--- config.mk ---
export PLATFORM = sky130hd
export DESIGN_NAME = ifm_row_feeder
export DESIGN_NICKNAME = d
export VERILOG_FILES = /design/src/rtl/ifm_row_feeder.sv
export SDC_FILE = /design/constraint.sdc
export NUM_CORES = 1
export LEC_CHECK = 0
export ABC_AREA = 1
export CORE_UTILIZATION = 30
export CTS_CLUSTER_DIAMETER = 120
export CTS_CLUSTER_SIZE = 20
export DETAILED_ROUTE_END_ITERATION = 10
export GPL_TIMING_DRIVEN = 1
export MAX_ROUTING_LAYER = met4
export PLACE_DENSITY = 0.6
export RECOVER_POWER = 100
export REMOVE_ABC_BUFFERS = 1
export SLEW_MARGIN = 0
export SYNTH_ARGS = -nofsm -noshare
export SYNTH_HDL_FRONTEND = slang
export SYNTH_SLANG_ARGS = --single-unit
--- constraint.sdc ---
create_clock -name clk -period 3.7 [get_ports clk]
set_input_delay 0.74 -clock clk [delete_from_list [all_inputs] [get_ports clk]]
set_output_delay 0.74 -clock clk [all_outputs]
set_load 0.02 [all_outputs]
--- src/rtl/ifm_row_feeder.sv ---
// rtl/ifm_row_feeder.sv - staging FIFO plus row/column tagger feeding a PE IFM write port
module ifm_row_feeder #(
    parameter int DATA_WIDTH = 16,
    parameter int LEN_W      = 5,
    parameter int FIFO_DEPTH = 4
) (
    input  logic                  clk,
    input  logic                  rst,
    input  logic                  start,
    input  logic [LEN_W-1:0]      row_len,
    input  logic [LEN_W-1:0]      num_rows,
    input  logic                  in_valid,
    input  logic [DATA_WIDTH-1:0] in_data,
    output logic                  in_ready,
    output logic [DATA_WIDTH+1:0] data_in_ifm,
    output logic                  w_en_ifm,
    input  logic                  ready_ifm,
    output logic                  busy,
    output logic                  done,
    output logic                  cfg_err
);
    localparam int PTR_W = $clog2(FIFO_DEPTH);
    localparam int CNT_W = PTR_W + 1;
    localparam logic [CNT_W-1:0] DEPTH_C = CNT_W'(FIFO_DEPTH);

    typedef enum logic {IDLE, RUN} state_t;
    state_t state_q, state_d;

    logic [DATA_WIDTH-1:0] mem [FIFO_DEPTH];
    logic [PTR_W-1:0]      wr_ptr, rd_ptr;
    logic [CNT_W-1:0]      count;
    logic [LEN_W-1:0]      row_len_q, num_rows_q, col_cnt, row_cnt;
    logic                  cfg_err_q, done_q;

    logic       full, empty, push, pop, cfg_ok, start_ok;
    logic       col_last, row_last, last_xfer;
    logic [1:0] tag;

    assign full      = (count == DEPTH_C);
    assign empty     = (count == '0);
    assign cfg_ok    = (row_len != '0) && (num_rows != '0);
    assign col_last  = (col_cnt == row_len_q - LEN_W'(1));
    assign row_last  = (row_cnt == num_rows_q - LEN_W'(1));
    assign tag       = {col_cnt == '0, col_last};

    // Outputs are forced to their idle values while rst is held, whatever the state.
    assign in_ready    = rst || !full;
    assign w_en_ifm    = !rst && (state_q == RUN) && !empty;
    assign data_in_ifm = w_en_ifm ? {tag, mem[rd_ptr]} : '0;
    assign busy        = !rst && (state_q == RUN);
    assign done        = !rst && done_q;
    assign cfg_err     = cfg_err_q;

    // Push uses the pre-pop full flag, so a full FIFO never accepts even while draining.
    assign push      = in_valid && !full;
    assign pop       = w_en_ifm && ready_ifm;
    assign last_xfer = pop && col_last && row_last;

    always_comb begin
        state_d  = state_q;
        start_ok = 1'b0;
        case (state_q)
            IDLE: begin
                if (start && cfg_ok) begin
                    state_d  = RUN;
                    start_ok = 1'b1;
                end
            end
            RUN: begin
                if (last_xfer) state_d = IDLE;
            end
        endcase
    end

    always_ff @(posedge clk) begin
        if (rst) state_q <= IDLE;
        else     state_q <= state_d;
    end

    always_ff @(posedge clk) begin
        if (rst) begin
            wr_ptr     <= '0;
            rd_ptr     <= '0;
            count      <= '0;
            row_len_q  <= '0;
            num_rows_q <= '0;
            col_cnt    <= '0;
            row_cnt    <= '0;
            cfg_err_q  <= 1'b0;
            done_q     <= 1'b0;
        end else begin
            done_q <= last_xfer;
            if (push) wr_ptr <= wr_ptr + PTR_W'(1);
            if (pop)  rd_ptr <= rd_ptr + PTR_W'(1);
            count <= count + CNT_W'(push) - CNT_W'(pop);
            if ((state_q == IDLE) && start && !cfg_ok) cfg_err_q <= 1'b1;
            if (start_ok) begin
                row_len_q  <= row_len;
                num_rows_q <= num_rows;
                col_cnt    <= '0;
                row_cnt    <= '0;
            end else if (pop) begin
                if (col_last) begin
                    col_cnt <= '0;
                    row_cnt <= row_cnt + LEN_W'(1);
                end else begin
                    col_cnt <= col_cnt + LEN_W'(1);
                end
            end
        end
    end

    always_ff @(posedge clk) begin
        if (push) mem[wr_ptr] <= in_data;
    end
endmodule

==> flow_summary.toml, run 1 <==
[sta]
hold_ws_ns = 0.475
finalMaxSlewViolations = 0
timing_hold_violations_final = 0
min_period_ns = 3.46
setup_viol = 0
max_slew_margin = 0.286
totalNegativeSetupSlack_ns = 0
max_freq_ghz = 0.289
fin_ws_ns = 0.237
post-route-period-util = 0.936
clock-skew-final_ns = 0.00889
worst_pin_slew_ns = 1.07
rsz0062_at_grt = "false"

[worst_setup_path]
crit_path_frequent_cell = "dlygate4sd3_1"
required_ns = 2.96
slowest_stage = "dlygate4sd3_1"
critPathKind = "input port to primary output"
critPathLaunchType = "input port"
crit_chain = "dlygate4sd3_1, nor2_4, nand2_4, nor3_1, dlygate4sd3_1"
crit_path_end_kind = "primary output"
cpPeakStageDelay_ns = 0.71
crit_fanout = 19
worstPathArrival_ns = 2.72

[floorplan]
rows = 43
ios = 54
die_h_um = 121
coreArea_sq_um = 13800
start_util = 0.306
fp.dieArea_sq_um = 14600
fp.dieW_um = 121

[placed_design]
placed_cells = 672
gp_congestion = 0.796
dpl-instance-area_sq_um = 4990
numPortBuffers = 53
dp_hpwl_um = 5980
post-place-ws_ns = 0.352

[global_route]
grt_pass1_vias = 2958
grt_max_degree = 33
grt_pass1_wl_um = 14600
antenna_found_initial = 0
grt-ovfl-total = 0
grt_util_all_layers = 0.135

[cells_and_area]
nFillCells = 1357
nNetsFinal = 546
num_antenna_cells = 0
seqCellArea_sq_um = 2560
final_area_sq_um = 5310
syn_to_final_growth_pct = 25.2
fin_cells = 688
drive_above_1_share = 0.0531
multi_input_area_sq_um = 1390
final_util = 0.384

[min_path]
holdCritPathClass = "flip-flop to flip-flop"

[yosys]
synth-seq-area-share = 0.605
synth_seq_cells = 96
syn_inst = 444
synth.most_common_cell = "nor2_1"
synth_area_leaders = "edfxtp_1, dfxtp_1, nor2_1"
synth-edff-count = 64
synth.yosys.warnings = 0
synthArstFlopShare = 0
netlist.area_leader.share = 0.453
syn_avg_cell_area_sq_um = 9.54
yosysTopAreaCell = "edfxtp_1"
synth_ff_type = "edfxtp_1"
synth.cells.most_frequent = "nor2_1, edfxtp_1, nand2_1"
synth_cell_type_count = 28
synth_area_sq_um = 4240

[cts]
clock_latency_ns = 0.35
cts_buffers = 9
cts_tree = "built"
path_clk_slew_ns = 0.07
h-tree-depth = 3
postCtsResizedCells = 0
cts.sinks = 96
cts_hold_repair.buffers = 0
clk_path_buf_depth = 2
cts_setup_buffers = 0
root_buffer = "clkbuf_16"

[routing]
drc_errors = 0
routedWlPerCell_um = 13.0
wirelength_um = 8910
firstDrtPassIters = 4
drt_iter0_drc = 246
vias_per_cell = 4.48
ant_nets = 0
vias = 3085

[run]
cap_violations = 0

[power_and_ir_drop]
powerDensity_nw_per_um2 = 527
ir_worst_vdd_mv = 0.312
total_leakage_power_nw = 2.09
p_total_mw = 2.80

[run_status]
status = "completed"
-- sequential cells by signal, indices dropped and copies added, names as in the netlist, 2 cells and up, named ones only --
name	cells
row_len_q	5
rd_ptr	2
mem	64
wr_ptr	2
row_cnt	5
count	3
col_cnt	5
num_rows_q	5
-- critical path, delay by kind of cell --
kind          cells  cell delay (ns)
buf+inv           2             1.36
simple gates      3             0.62
-- placed cells by master (no fill, tap or decap) --
cell type | synthesis | final
nor2_1 | 90 | 90
edfxtp_1 | 64 | 64
nand2_1 | 59 | 60
inv_1 | 50 | 50
o21ai_0 | 42 | 43
dlygate4sd3_1 | 0 | 42
a21oi_1 | 32 | 32
dfxtp_1 | 32 | 32
nand3_1 | 11 | 12
ha_1 | 11 | 11
clkdlybuf4s50_1 | 0 | 11
nand4_1 | 9 | 9
clkbuf_16 | 0 | 9
o22ai_1 | 6 | 6
clkbuf_1 | 8 | 5
xnor2_1 | 4 | 4
nor2_4 | 3 | 3
nor3_1 | 3 | 3
xor2_1 | 3 | 3
bufinv_16 | 0 | 3
buf_4 | 0 | 3
inv_6 | 0 | 2
nand2_4 | 2 | 1
clkinvlp_2 | 0 | 1
inv_4 | 2 | 1
inv_2 | 1 | 1
clkinv_1 | 1 | 1
o21ai_1 | 1 | 1
or2_2 | 1 | 1
nand3b_1 | 1 | 1
fa_1 | 1 | 1
inv_8 | 0 | 1
clkinv_2 | 0 | 1
-- routing by layer --
metal  vias to the layer above  GRT usage  share of wire
met5                         -          -              0
met4                         0     0.0301         0.0081
met3                         7     0.0418          0.047
met2                        68      0.220           0.47
met1                      1414      0.163           0.47
li1                       1596          -              -
-- power by group --
group / switching [mW] / total, mW / internal (mW) / leakage, nW
Clock: 0.413 / 1.08 / 0.669 / 0.172
Combinational: 0.276 / 0.421 / 0.145 / 1.07
Sequential: 0.0349 / 1.29 / 1.26 / 0.848
-- cell families (layout without fill, tap and decap cells) --
logic type      count (synthesis)  after routing  synth area share
compound gates                 82             82            0.0995
xor+xnor                        7              7            0.0145
fa+ha+maj                      12             12            0.0372
buf+inv                        67            131            0.0635
flops                          96             96             0.605
simple gates                  180            180             0.181
-- final timing paths --
| path | from | endpoint | slack (ns) | depth (start not counted) |
|---|---|---|---|---|
| worst max-delay path | rst | data_in_ifm[17] | 0.24 | 5 |
| worst min-delay path | rd_ptr[1]$_SDFFE_PP0P_ | rd_ptr[1]$_SDFFE_PP0P_ | 0.47 | 2 |
| worst max register to register | count[1]$_SDFF_PP0_ | count[2]$_SDFF_PP0_ | 1.14 | 13 |
| worst min register to register | rd_ptr[1]$_SDFFE_PP0P_ | rd_ptr[1]$_SDFFE_PP0P_ | 0.47 | 2 |
-- cell type report --
type / count / area share
clock buffers: 9 / 0.0425
clock inverters: 7 / 0.0233
inverters: 54 / 0.0389
multi-input cells: 281 / 0.262
flip-flops and latches: 96 / 0.483
well taps: 180 / 0.0425
repair buffers: 61 / 0.108
(Power assumes the default switching activity.)
==> run 2, diff against run 1 <==
--- a/config.mk
+++ b/config.mk
@@ -6,6 +6,7 @@
 export NUM_CORES = 1
 export LEC_CHECK = 0
 export ABC_AREA = 1
+export ABC_CLOCK_PERIOD_IN_PS = 3700
 export CORE_UTILIZATION = 30
 export CTS_CLUSTER_DIAMETER = 120
 export CTS_CLUSTER_SIZE = 20
==> results of run 2 <==
Final layout, timing and power as in run 1 (identical DEF).
==> run 3, diff against run 2 <==
--- a/config.mk
+++ b/config.mk
@@ -6,7 +6,8 @@
 export NUM_CORES = 1
 export LEC_CHECK = 0
 export ABC_AREA = 1
-export ABC_CLOCK_PERIOD_IN_PS = 3700
+export ABC_CLOCK_PERIOD_IN_PS = 3500
+export CAP_MARGIN = 20
 export CORE_UTILIZATION = 30
 export CTS_CLUSTER_DIAMETER = 120
 export CTS_CLUSTER_SIZE = 20
==> constraint.sdc (replaced) <==
create_clock -name clk -period 3.5 [get_ports clk]
set_input_delay 0.7 -clock clk [delete_from_list [all_inputs] [get_ports clk]]
set_output_delay 0.7 -clock clk [all_outputs]
set_load 0.02 [all_outputs]
==> flow_summary.toml, run 3 (synthesis gave the netlist of run 1 again) <==
[sta]
setup_viol = 0
max_slew_margin = 0.273
hold_ws_ns = 0.474
clock-skew-final_ns = 0.00882
post-route-period-util = 0.950
totalNegativeSetupSlack_ns = 0
rsz0062_at_grt = "false"
timing_hold_violations_final = 0
worst_pin_slew_ns = 1.09
fin_ws_ns = 0.174
max_freq_ghz = 0.301
min_period_ns = 3.33
finalMaxSlewViolations = 0

[placed_design]
gp_congestion = 0.817
placed_cells = 675
numPortBuffers = 53
post-place-ws_ns = 0.335
dp_hpwl_um = 6040

[global_route]
grt_pass1_vias = 3001
grt_max_degree = 20
grt-ovfl-total = 0
grt_util_all_layers = 0.138
grt_pass1_wl_um = 14900
antenna_found_initial = 0

[worst_setup_path]
worstPathArrival_ns = 2.63
critPathLaunchType = "input port"
crit_fanout = 19
required_ns = 2.80
crit_path_end_kind = "primary output"
critPathKind = "input port to primary output"
r2r_cells = 13

[routing]
drt_iter0_drc = 237
ant_nets = 0
vias = 3114
vias_per_cell = 4.51
routedWlPerCell_um = 13.0
firstDrtPassIters = 4
drc_errors = 0
wirelength_um = 8950

[cells_and_area]
largest_register = "mem"
nNetsFinal = 549
drive_above_1_share = 0.0549
final_cell_mix = "nor2_1, edfxtp_1, nand2_1"
final_util = 0.381
mostFrequentLayoutCell = "nor2_1"
fin_cells = 690
num_antenna_cells = 0
largest_reg_flops = 64
syn_to_final_growth_pct = 24.4

[floorplan]
fp.dieW_um = 121
die_h_um = 121
fp.dieArea_sq_um = 14600
ios = 54
coreArea_sq_um = 13800
rows = 43
start_util = 0.306

[cts]
path_clk_slew_ns = 0.06
h-tree-depth = 3
cts_setup_buffers = 0
cts_hold_repair.buffers = 0
clock_latency_ns = 0.35
cts.sinks = 96
cts_tree = "built"
postCtsResizedCells = 0
cts_buffers = 9
root_buffer = "clkbuf_16"
clk_path_buf_depth = 2

[power_and_ir_drop]
total_leakage_power_nw = 2.08
ir_worst_vdd_mv = 0.215
powerDensity_nw_per_um2 = 528

[min_path]
worstHoldPathCells = 2
holdCritPathClass = "flip-flop to flip-flop"

[run]
cap_violations = 0

[run_status]
status = "completed"
==> run 3: report_power, final <==
| group | leakage, nW | switching, mW | internal [mW] |
|---|---|---|---|
| clock | 0.142 | 0.415 | 0.553 |
| combinational | 1.09 | 0.291 | 0.155 |
| sequential | 0.848 | 0.0380 | 1.33 |
==> run 3: area by class of cell <==
| type | instances | area [sq um] |
|---|---|---|
| fillers | 1376 | 8560 |
| clock buffers | 9 | 225 |
| clock inverters | 6 | 66.3 |
| inverters | 54 | 206 |
| flip-flops and latches | 96 | 2560 |
| multi-input cells | 281 | 1400 |
| well taps | 180 | 225 |
| repair buffers | 64 | 587 |
==> run 3: worst paths after layout <==
kind	start	to	slack (ns)
max reg2reg	count[1]$_SDFF_PP0_	count[2]$_SDFF_PP0_	0.78
min reg2reg	rd_ptr[1]$_SDFFE_PP0P_	flip-flop	0.47
max	rst	data_in_ifm[17]	0.17
min	rd_ptr[1]$_SDFFE_PP0P_	flip-flop	0.47
==> run 3: layer usage <==
| metal | wire [um] | vias up | track usage |
|---|---|---|---|
| met1 | 4190 | 1446 | 0.164 |
| met2 | 4370 | 60 | 0.227 |
| li1 | - | 1603 | - |
| met4 | 35 | 0 | 0.0332 |
| met5 | 0 | - | - |
| met3 | 358 | 5 | 0.0428 |
==> run 3: worst max-delay path, stage by stage <==
cell	delay (ns)
dlygate4sd3_1	0.58
nor2_4	0.16
nand2_4	0.20
nor3_1	0.26
dlygate4sd3_1	0.71
==> run 3: metrics by stage <==
stage	area, sq um	total power, mW
2_1_floorplan	4180	1.68
3_5_place_dp	5010	1.87
6_report	5270	2.78
4_1_cts	5310	2.85
3_3_place_gp	5010	1.86
5_1_grt	5270	2.94
